[src/rtl/synapse_mac.sv]
// synapse_mac: latches a spike vector and serially accumulates the weights of the
// inputs that fired, one input per clock. The sum is clamped to SAT_MAX on output
// and announced with a single-cycle out_valid pulse. Weights live in a local
// register file that can be written in any state.
module synapse_mac #(
  parameter int DATA_WIDTH = 8,
  parameter int NUM_IN     = 16,
  parameter int IDX_WIDTH  = 4,
  parameter int SAT_MAX    = 255
) (
  input  logic                  clk,
  input  logic                  rst_n,
  input  logic                  w_we,
  input  logic [IDX_WIDTH-1:0]  w_addr,
  input  logic [DATA_WIDTH-1:0] w_data,
  input  logic                  in_start,
  input  logic [NUM_IN-1:0]     in_spikes,
  output logic                  busy,
  output logic                  out_valid,
  output logic [DATA_WIDTH-1:0] out_mac_sum
);

  // Accumulator is wide enough for NUM_IN full-scale weights, so it never wraps.
  localparam int ACC_W = DATA_WIDTH + IDX_WIDTH;
  localparam logic [IDX_WIDTH-1:0]  LAST_IDX = IDX_WIDTH'(NUM_IN - 1);
  localparam logic [ACC_W-1:0]      SAT_ACC  = ACC_W'(SAT_MAX);
  localparam logic [DATA_WIDTH-1:0] SAT_OUT  = DATA_WIDTH'(SAT_MAX);

  typedef enum logic [1:0] {
    ST_IDLE  = 2'd0,
    ST_ACCUM = 2'd1,
    ST_DONE  = 2'd2
  } state_t;

  state_t                state_q, state_d;
  logic [ACC_W-1:0]      acc_q, acc_d;
  logic [IDX_WIDTH-1:0]  idx_q, idx_d;
  logic [NUM_IN-1:0]     spk_q, spk_d;
  logic                  valid_q, valid_d;
  logic [DATA_WIDTH-1:0] sum_q, sum_d;
  logic [DATA_WIDTH-1:0] w_q [NUM_IN];

  logic [DATA_WIDTH-1:0] w_rd;
  logic [NUM_IN-1:0]     spk_sh;
  logic                  spk_bit;

  // Output clamp; the accumulator itself is never saturated.
  function automatic logic [DATA_WIDTH-1:0] sat_fn(input logic [ACC_W-1:0] a);
    logic [DATA_WIDTH-1:0] r;
    if (a > SAT_ACC) begin
      r = SAT_OUT;
    end else begin
      r = a[DATA_WIDTH-1:0];
    end
    return r;
  endfunction

  // Weight register file: cleared by reset, written whenever w_we is set.
  // Addresses at or above NUM_IN match no entry and are dropped.
  always_ff @(posedge clk or negedge rst_n) begin
    if (!rst_n) begin
      for (int i = 0; i < NUM_IN; i++) begin
        w_q[i] <= '0;
      end
    end else begin
      for (int i = 0; i < NUM_IN; i++) begin
        if (w_we && (w_addr == IDX_WIDTH'(i))) begin
          w_q[i] <= w_data;
        end else begin
          w_q[i] <= w_q[i];
        end
      end
    end
  end

  // Select the weight and spike bit for the current index (pre-edge values, so a
  // write landing on the same edge is not seen by this read).
  always_comb begin
    w_rd = '0;
    for (int i = 0; i < NUM_IN; i++) begin
      w_rd = w_rd | (w_q[i] & {DATA_WIDTH{idx_q == IDX_WIDTH'(i)}});
    end
    spk_sh  = spk_q >> idx_q;
    spk_bit = spk_sh[0];
  end

  // Next-state logic for the IDLE -> ACCUM -> DONE sequence.
  always_comb begin
    state_d = state_q;
    acc_d   = acc_q;
    idx_d   = idx_q;
    spk_d   = spk_q;
    valid_d = 1'b0;
    sum_d   = sum_q;
    case (state_q)
      ST_IDLE: begin
        if (in_start) begin
          spk_d   = in_spikes;
          acc_d   = '0;
          idx_d   = '0;
          state_d = ST_ACCUM;
        end else begin
          state_d = ST_IDLE;
        end
      end
      ST_ACCUM: begin
        if (spk_bit) begin
          acc_d = acc_q + ACC_W'(w_rd);
        end else begin
          acc_d = acc_q;
        end
        idx_d = idx_q + IDX_WIDTH'(1);
        if (idx_q == LAST_IDX) begin
          state_d = ST_DONE;
        end else begin
          state_d = ST_ACCUM;
        end
      end
      ST_DONE: begin
        sum_d   = sat_fn(acc_q);
        valid_d = 1'b1;
        state_d = ST_IDLE;
      end
      default: begin
        state_d = ST_IDLE;
      end
    endcase
  end

  // Sequence registers and registered outputs; reset aborts any operation silently.
  always_ff @(posedge clk or negedge rst_n) begin
    if (!rst_n) begin
      state_q <= ST_IDLE;
      acc_q   <= '0;
      idx_q   <= '0;
      spk_q   <= '0;
      valid_q <= 1'b0;
      sum_q   <= '0;
    end else begin
      state_q <= state_d;
      acc_q   <= acc_d;
      idx_q   <= idx_d;
      spk_q   <= spk_d;
      valid_q <= valid_d;
      sum_q   <= sum_d;
    end
  end

  assign busy        = (state_q != ST_IDLE);
  assign out_valid   = valid_q;
  assign out_mac_sum = sum_q;

endmodule

[config.mk]
export PLATFORM = sky130hd
export DESIGN_NAME = synapse_mac
export DESIGN_NICKNAME = d
export VERILOG_FILES = /design/src/rtl/synapse_mac.sv
export SDC_FILE = /design/constraint.sdc
export NUM_CORES = 1
export LEC_CHECK = 0
export CAP_MARGIN = 20
export CORE_ASPECT_RATIO = 1.4
export CORE_MARGIN = 2
export CORE_UTILIZATION = 40
export DETAILED_ROUTE_END_ITERATION = 10
export PLACE_DENSITY = 0.58
export SLEW_MARGIN = 0
export SYNTH_ARGS = -nofsm -noshare
export SYNTH_HDL_FRONTEND = slang
export SYNTH_SLANG_ARGS = --single-unit
[constraint.sdc]
create_clock -name clk -period 4.8 [get_ports clk]
set_input_delay 0.72 -clock clk [delete_from_list [all_inputs] [get_ports clk]]
set_output_delay 0.72 -clock clk [all_outputs]
set_load 0.02 [all_outputs]
==> reports/metrics.cfg, run 1 <==
[floorplanning]
num_rows=61
die_height_um=171
initial_core_util_pct=40.4
core-area_um2=19800
boundaryPins=42
die_area_um2=21100
fp.dieW_um=123

[cells_and_area]
syn2layout_area_growth_pct=16.3
final_common_cell=dfrtp_1
finalNetCount=745
final_util_pct=47.0
layout_common_cells=dfrtp_1, mux2_2, nand2_1
drive_above_1_share_pct=27.1
diodes=0

[power_and_ir_drop]
seqPwrFrac_pct=37.8
internal-power_w=0.00371
power_frac_comb_pct=36.9
p_sw_w=0.00199
powerDensity_nw_per_um2=613
p_sw_share_pct=34.9
vdd_drop_max_mv=0.367
clockPowerShare_pct=25.3
leakage_nw=3.99

[clock_tree]
numCtsBuffers=17
htreeDepth=4
clockBufferDepth=2
cts_tree=yes
cts.sinks=171
holdBufCountCts=0
root_buffer=clkbuf_16
cts_resized=0
clk_latency_ns=0.43
clk_pin_slew_ns=0.06
post_cts_buffers=0

[setup_path]
cp-start-kind=register
cp_top_family=compound AO/OA/AOI/OAI gates
reg2reg_setup_slack_ns=0.73
cp_cell_sequence=inv_1, ha_1, buf_4, a222oi_1, a211oi_1, a221o_1, ha_1, nand3_1, o2111ai_2, a2111oi_0, or3_1, or3_1, a21oi_1
required_ns=5.14
r2r_cells=13
cpMaxStageDelayCell=dfrtp_1
cp_max_fo=14
crit_buf_inv=2
r2r_end=acc_q[11]$_DFFE_PN0P_
endpoint_kind=register
arrival_ns=4.41
critPathKind=reg -> reg
worstReg2RegStart=idx_q[0]$_DFFE_PN0P_
cp_slowest_stage_delay_ns=0.63

[synthesis]
async_flop_share_pct=100
syn-num-nets=711
avgSynthCellArea_um2=12.0
synth_cell_types=49
netlist_area_um2=7990
ys.flop_type=dfrtp_1
ys_ff_latch=171
yosysWarningCount=0
synth.area.top_cells=dfrtp_1, mux2_2, nand2_1
yosysTopAreaCellShare_pct=53.5
yosysTopAreaCell=dfrtp_1
synthCells=666
yosysSeqAreaShare_pct=53.5
synth_edf_count=0

[flow_run]
drv_cap=0

[global_routing]
grt_usage_pct=20.2
antenna_found_initial=0
grt_pass1_vias=5701
grt_max_degree=94
grt_pass1_wl_um=31900
overflow=0

[timing]
worst_slack_ns=0.731
rsz0062_at_grt=false
finalHoldViolCount=0
tightest_slew_ns=1.16
fmax_ghz=0.246
drv_slew=0
finalCritPeriodShare_pct=84.8
max_slew_margin_pct=22.2
setup_viol=0
fin_skew_ns=0.0101
min_period_ns=4.07
setup_tns_ns=0

[route]
wirelength_um=20000
ant_nets=0
via_per_inst=5.80
num_vias=5585
drc=0
wl_per_cell_um=20.8
dr.pass1.iters=7
drt_iter0_drc=450

[placed_design]
dp_slack_ns=0.746
place.gp.congestion=0.868
port_buffers=41
hpwl_um=13500

[worst_hold_path]
hold_path_class=in -> async

[outcome]
status=finished clean

worst max-delay path by stage:
| stage | from | endpoint | slack (ns) | cells after the start |
|---|---|---|---|---|
| final | idx_q[0]$_DFFE_PN0P_ | acc_q[11]$_DFFE_PN0P_ | 0.73 | 13 |
| after global placement | idx_q[0]$_DFFE_PN0P_ | acc_q[11]$_DFFE_PN0P_ | 0.88 | 12 |
| after CTS | idx_q[0]$_DFFE_PN0P_ | acc_q[11]$_DFFE_PN0P_ | 0.69 | 12 |
| after floorplan | idx_q[0]$_DFFE_PN0P_ | acc_q[11]$_DFFE_PN0P_ | 1.41 | 16 |
| after detailed placement | idx_q[0]$_DFFE_PN0P_ | acc_q[11]$_DFFE_PN0P_ | 0.75 | 12 |
| after global routing | idx_q[0]$_DFFE_PN0P_ | acc_q[11]$_DFFE_PN0P_ | 0.32 | 12 |
per-layer routing:
layer  wire length [um]  global-route usage, %
met1               8800                   26.1
met4                356                   6.32
met3                728                   3.48
met5                  0                      0
met2              10100                   34.2
cell type report:
type | count | area (um^2)
Tap cell | 252 | 315
Sequential cell | 171 | 4280
Multi-Input combinational cell | 439 | 3480
Clock buffer | 20 | 447
Fill cell | 1779 | 10500
Timing Repair Buffer | 61 | 569
Inverter | 10 | 37.5
Clock inverter | 10 | 168
state kept, by name (all words and copies together) (netlist names):
name,cells
spk_q,16
out_valid,1
acc_q,12
out_mac_sum,8
state_q,2
w_q,128
idx_q,4
power by group through the flow:
stage / clock [W] / combinational [W] / sequential (W)
after floorplan: 0 / 0.00156 / 0.00208
after global placement: 0 / 0.00205 / 0.00217
after detailed placement: 0 / 0.00210 / 0.00218
after CTS: 0.00147 / 0.00211 / 0.00215
after global routing: 0.00152 / 0.00233 / 0.00221
final: 0.00144 / 0.00210 / 0.00215
Yosys cell counts, types with 3 or more instances:
| library cell | number |
|---|---|
| dfrtp_1 | 171 |
| or3_1 | 6 |
| ha_1 | 12 |
| clkbuf_1 | 39 |
| nand2_1 | 78 |
| a222oi_1 | 12 |
| xor2_1 | 3 |
| mux2i_1 | 4 |
| nor2_1 | 20 |
| a21oi_1 | 19 |
| o211ai_1 | 3 |
| mux2_2 | 138 |
| nand3_1 | 29 |
| o31ai_1 | 4 |
| o22a_1 | 8 |
| a22oi_1 | 20 |
| o21ai_0 | 20 |
| inv_1 | 10 |
| buf_6 | 3 |
| buf_1 | 3 |
| a221oi_1 | 9 |
| nor2b_1 | 7 |
| nand3b_1 | 4 |
| nor3_1 | 4 |
| nand2b_1 | 4 |
stage by stage:
stage | instances | cell area, um^2 | hold WS (ns) | total power, W
4_1_cts | 963 | 9290 | 0.408 | 0.00574
3_5_place_dp | 933 | 8680 | 0.459 | 0.00428
3_3_place_gp | 931 | 8660 | 0.464 | 0.00422
6_report | 963 | 9290 | 0.364 | 0.00570
5_1_grt | 963 | 9290 | 0.430 | 0.00606
2_1_floorplan | 666 | 7990 | 0.424 | 0.00364
kinds of logic (layout without fill, tap and decap cells):
| family | after synthesis | in the layout | share of synthesized area [%] |
|---|---|---|---|
| buf+inv | 56 | 101 | 2.96 |
| compound gates | 115 | 115 | 10.6 |
| flops | 171 | 171 | 53.5 |
| xor+xnor | 5 | 5 | 0.548 |
| mux | 146 | 146 | 21.2 |
| fa+ha+maj | 13 | 13 | 2.13 |
| simple gates | 160 | 160 | 9.05 |
No activity file was read; power rests on OpenSTA's default activity.
==> run 2, diff against run 1 <==
--- a/config.mk
+++ b/config.mk
@@ -10,7 +10,7 @@
 export CORE_MARGIN = 2
 export CORE_UTILIZATION = 40
 export DETAILED_ROUTE_END_ITERATION = 10
-export PLACE_DENSITY = 0.58
+export PLACE_DENSITY = 0.6
 export SLEW_MARGIN = 0
 export SYNTH_ARGS = -nofsm -noshare
 export SYNTH_HDL_FRONTEND = slang
==> constraint.sdc (replaced) <==
create_clock -name clk -period 3.6 [get_ports clk]
set_input_delay 0.54 -clock clk [delete_from_list [all_inputs] [get_ports clk]]
set_output_delay 0.54 -clock clk [all_outputs]
set_load 0.02 [all_outputs]
==> run 2 against run 1 <==
First-iteration DRC count increased by 16%. Via count grew 1.1%. Setup slack got worse by 0.48 ns. Critical path type unchanged. Flip-flop and latch count unchanged. Clock-buffer cell count fell by 2. Sequential share of layout area decreased by 1.0 points. Utilization increased by 1.1 points. Non-clock buffer count increased by 17. Critical path depth stayed put. Critical endpoint unchanged. Largest cell class unchanged.
==> reports/metrics.cfg, run 2 (synthesized netlist as in run 1, its figures left out) <==
[power_and_ir_drop]
p_sw_w=0.00287
vdd_drop_max_mv=0.437
power_frac_comb_pct=40.4
powerDensity_nw_per_um2=824
internal-power_w=0.00496
clockPowerShare_pct=23.3
leakage_nw=4.07
p_total_w=0.00783
seqPwrFrac_pct=36.2
p_sw_share_pct=36.7

[outcome]
status=finished clean

[timing]
max_slew_margin_pct=52.0
fin_skew_ns=0.0113
finalHoldViolCount=0
fmax_ghz=0.298
min_period_ns=3.35
rsz0062_at_grt=false
setup_viol=0
drv_slew=0
tightest_slew_ns=0.717
setup_tns_ns=0
finalCritPeriodShare_pct=93.1

[floorplanning]
initial_core_util_pct=40.4
die_height_um=171
die_area_um2=21100
boundaryPins=42
num_rows=61
fp.dieW_um=123
core-area_um2=19800

[flow_run]
drv_cap=0

[cells_and_area]
top_regs=w_q (128), spk_q (16), acc_q (12)
seqCellArea_um2=4280
largest_reg_flops=128
multi_input_area_um2=3550
layout_common_cells=dfrtp_1, mux2_2, nand2_1
drive_above_1_share_pct=30.8
finalNetCount=762
num-fill-cells=1748
final_common_cell=dfrtp_1
largest_register=w_q
syn2layout_area_growth_pct=18.9
final_util_pct=48.1
final_cell_area_um2=9510
diodes=0

[setup_path]
required_ns=3.95
worstReg2RegStart=idx_q[0]$_DFFE_PN0P_
cp-start-kind=register
reg2reg_setup_slack_ns=0.25
r2r_cells=13
endpoint_kind=register
arrival_ns=3.70
critPathKind=reg -> reg
r2r_end=acc_q[11]$_DFFE_PN0P_
cp_max_fo=9

[placed_design]
place.gp.congestion=0.837
hpwl_um=14000
place_area_um2=8850
port_buffers=41

[route]
via_per_inst=5.75
dr.pass1.iters=5
drc=0
num_vias=5645
drt_iter0_drc=521
wirelength_um=20500
wl_per_cell_um=20.9
ant_nets=0

[worst_hold_path]
hold_path_class=in -> async

[global_routing]
grt_max_degree=64
antenna_found_initial=0
overflow=0
grt_pass1_wl_um=32600
grt_usage_pct=20.6
grt_pass1_vias=5878

[clock_tree]
cts.sinks=171
clk_latency_ns=0.44
post_cts_buffers=0
root_buffer=clkbuf_16
holdBufCountCts=0
numCtsBuffers=17
clockBufferDepth=2
cts_tree=yes
clk_pin_slew_ns=0.07
htreeDepth=4

[run 2: timing repair]
| action | in CTS | in global routing |
|---|---|---|
| endpoints found under the setup margin | 1 | 6 |
| pin swaps | 0 | 1 |
| gates resized for setup | 1 | 17 |
[run 2: power by group through the flow]
| stage | registers, W | clock network, W | logic (W) |
|---|---|---|---|
| finish | 0.00284 | 0.00183 | 0.00317 |
| global route | 0.00291 | 0.00193 | 0.00349 |
| CTS | 0.00283 | 0.00184 | 0.00306 |
| detailed placement | 0.00286 | 0 | 0.00303 |
| global placement | 0.00284 | 0 | 0.00295 |
| floorplan | 0.00277 | 0 | 0.00208 |
[run 2: final cells by class]
class	count	area share [%]
Timing Repair Buffer	78	7.82
Clock inverter	14	1.64
Tap cell	252	3.32
Clock buffer	18	4.51
Multi-Input combinational cell	439	37.3
Inverter	10	0.395
Sequential cell	171	45.0
[run 2: metal layers]
layer / global-route usage [%] / wire length [um] / vias up
met3: 3.88 / 964 / 37
met1: 25.5 / 8450 / 2888
li1: - / - / 2539
met2: 35.2 / 10500 / 181
met4: 8.20 / 642 / 0
met5: 0 / 0 / -
[run 2: worst max path at each step]
| stage | from | endpoint | depth (start not counted) |
|---|---|---|---|
| floorplan | idx_q[0]$_DFFE_PN0P_ | acc_q[11]$_DFFE_PN0P_ | 16 |
| global placement | idx_q[1]$_DFFE_PN0P_ | acc_q[11]$_DFFE_PN0P_ | 14 |
| detailed placement | idx_q[1]$_DFFE_PN0P_ | acc_q[10]$_DFFE_PN0P_ | 15 |
| CTS | idx_q[1]$_DFFE_PN0P_ | acc_q[10]$_DFFE_PN0P_ | 15 |
| global route | idx_q[2]$_DFFE_PN0P_ | acc_q[10]$_DFFE_PN0P_ | 12 |
| finish | idx_q[0]$_DFFE_PN0P_ | acc_q[11]$_DFFE_PN0P_ | 13 |
[run 2: critical path: stages, from the launching register on]
cell	delay, ns
dfrtp_1	0.46
inv_2	0.11
ha_4	0.22
buf_4	0.18
a222oi_1	0.31
a211oi_1	0.12
a221o_1	0.31
ha_1	0.31
nand3_1	0.09
o2111ai_2	0.23
a2111oi_2	0.11
or3_1	0.36
or3_1	0.31
a21oi_1	0.14
[run 2: stage by stage]
step	hold slack, ns	worst slack (ns)	cells
finish	0.0710	0.250	982
global route	0.108	0.0112	982
CTS	0.104	0.00231	982
detailed placement	0.459	0.000643	950
global placement	0.453	0.133	950
floorplan	0.244	0.210	666
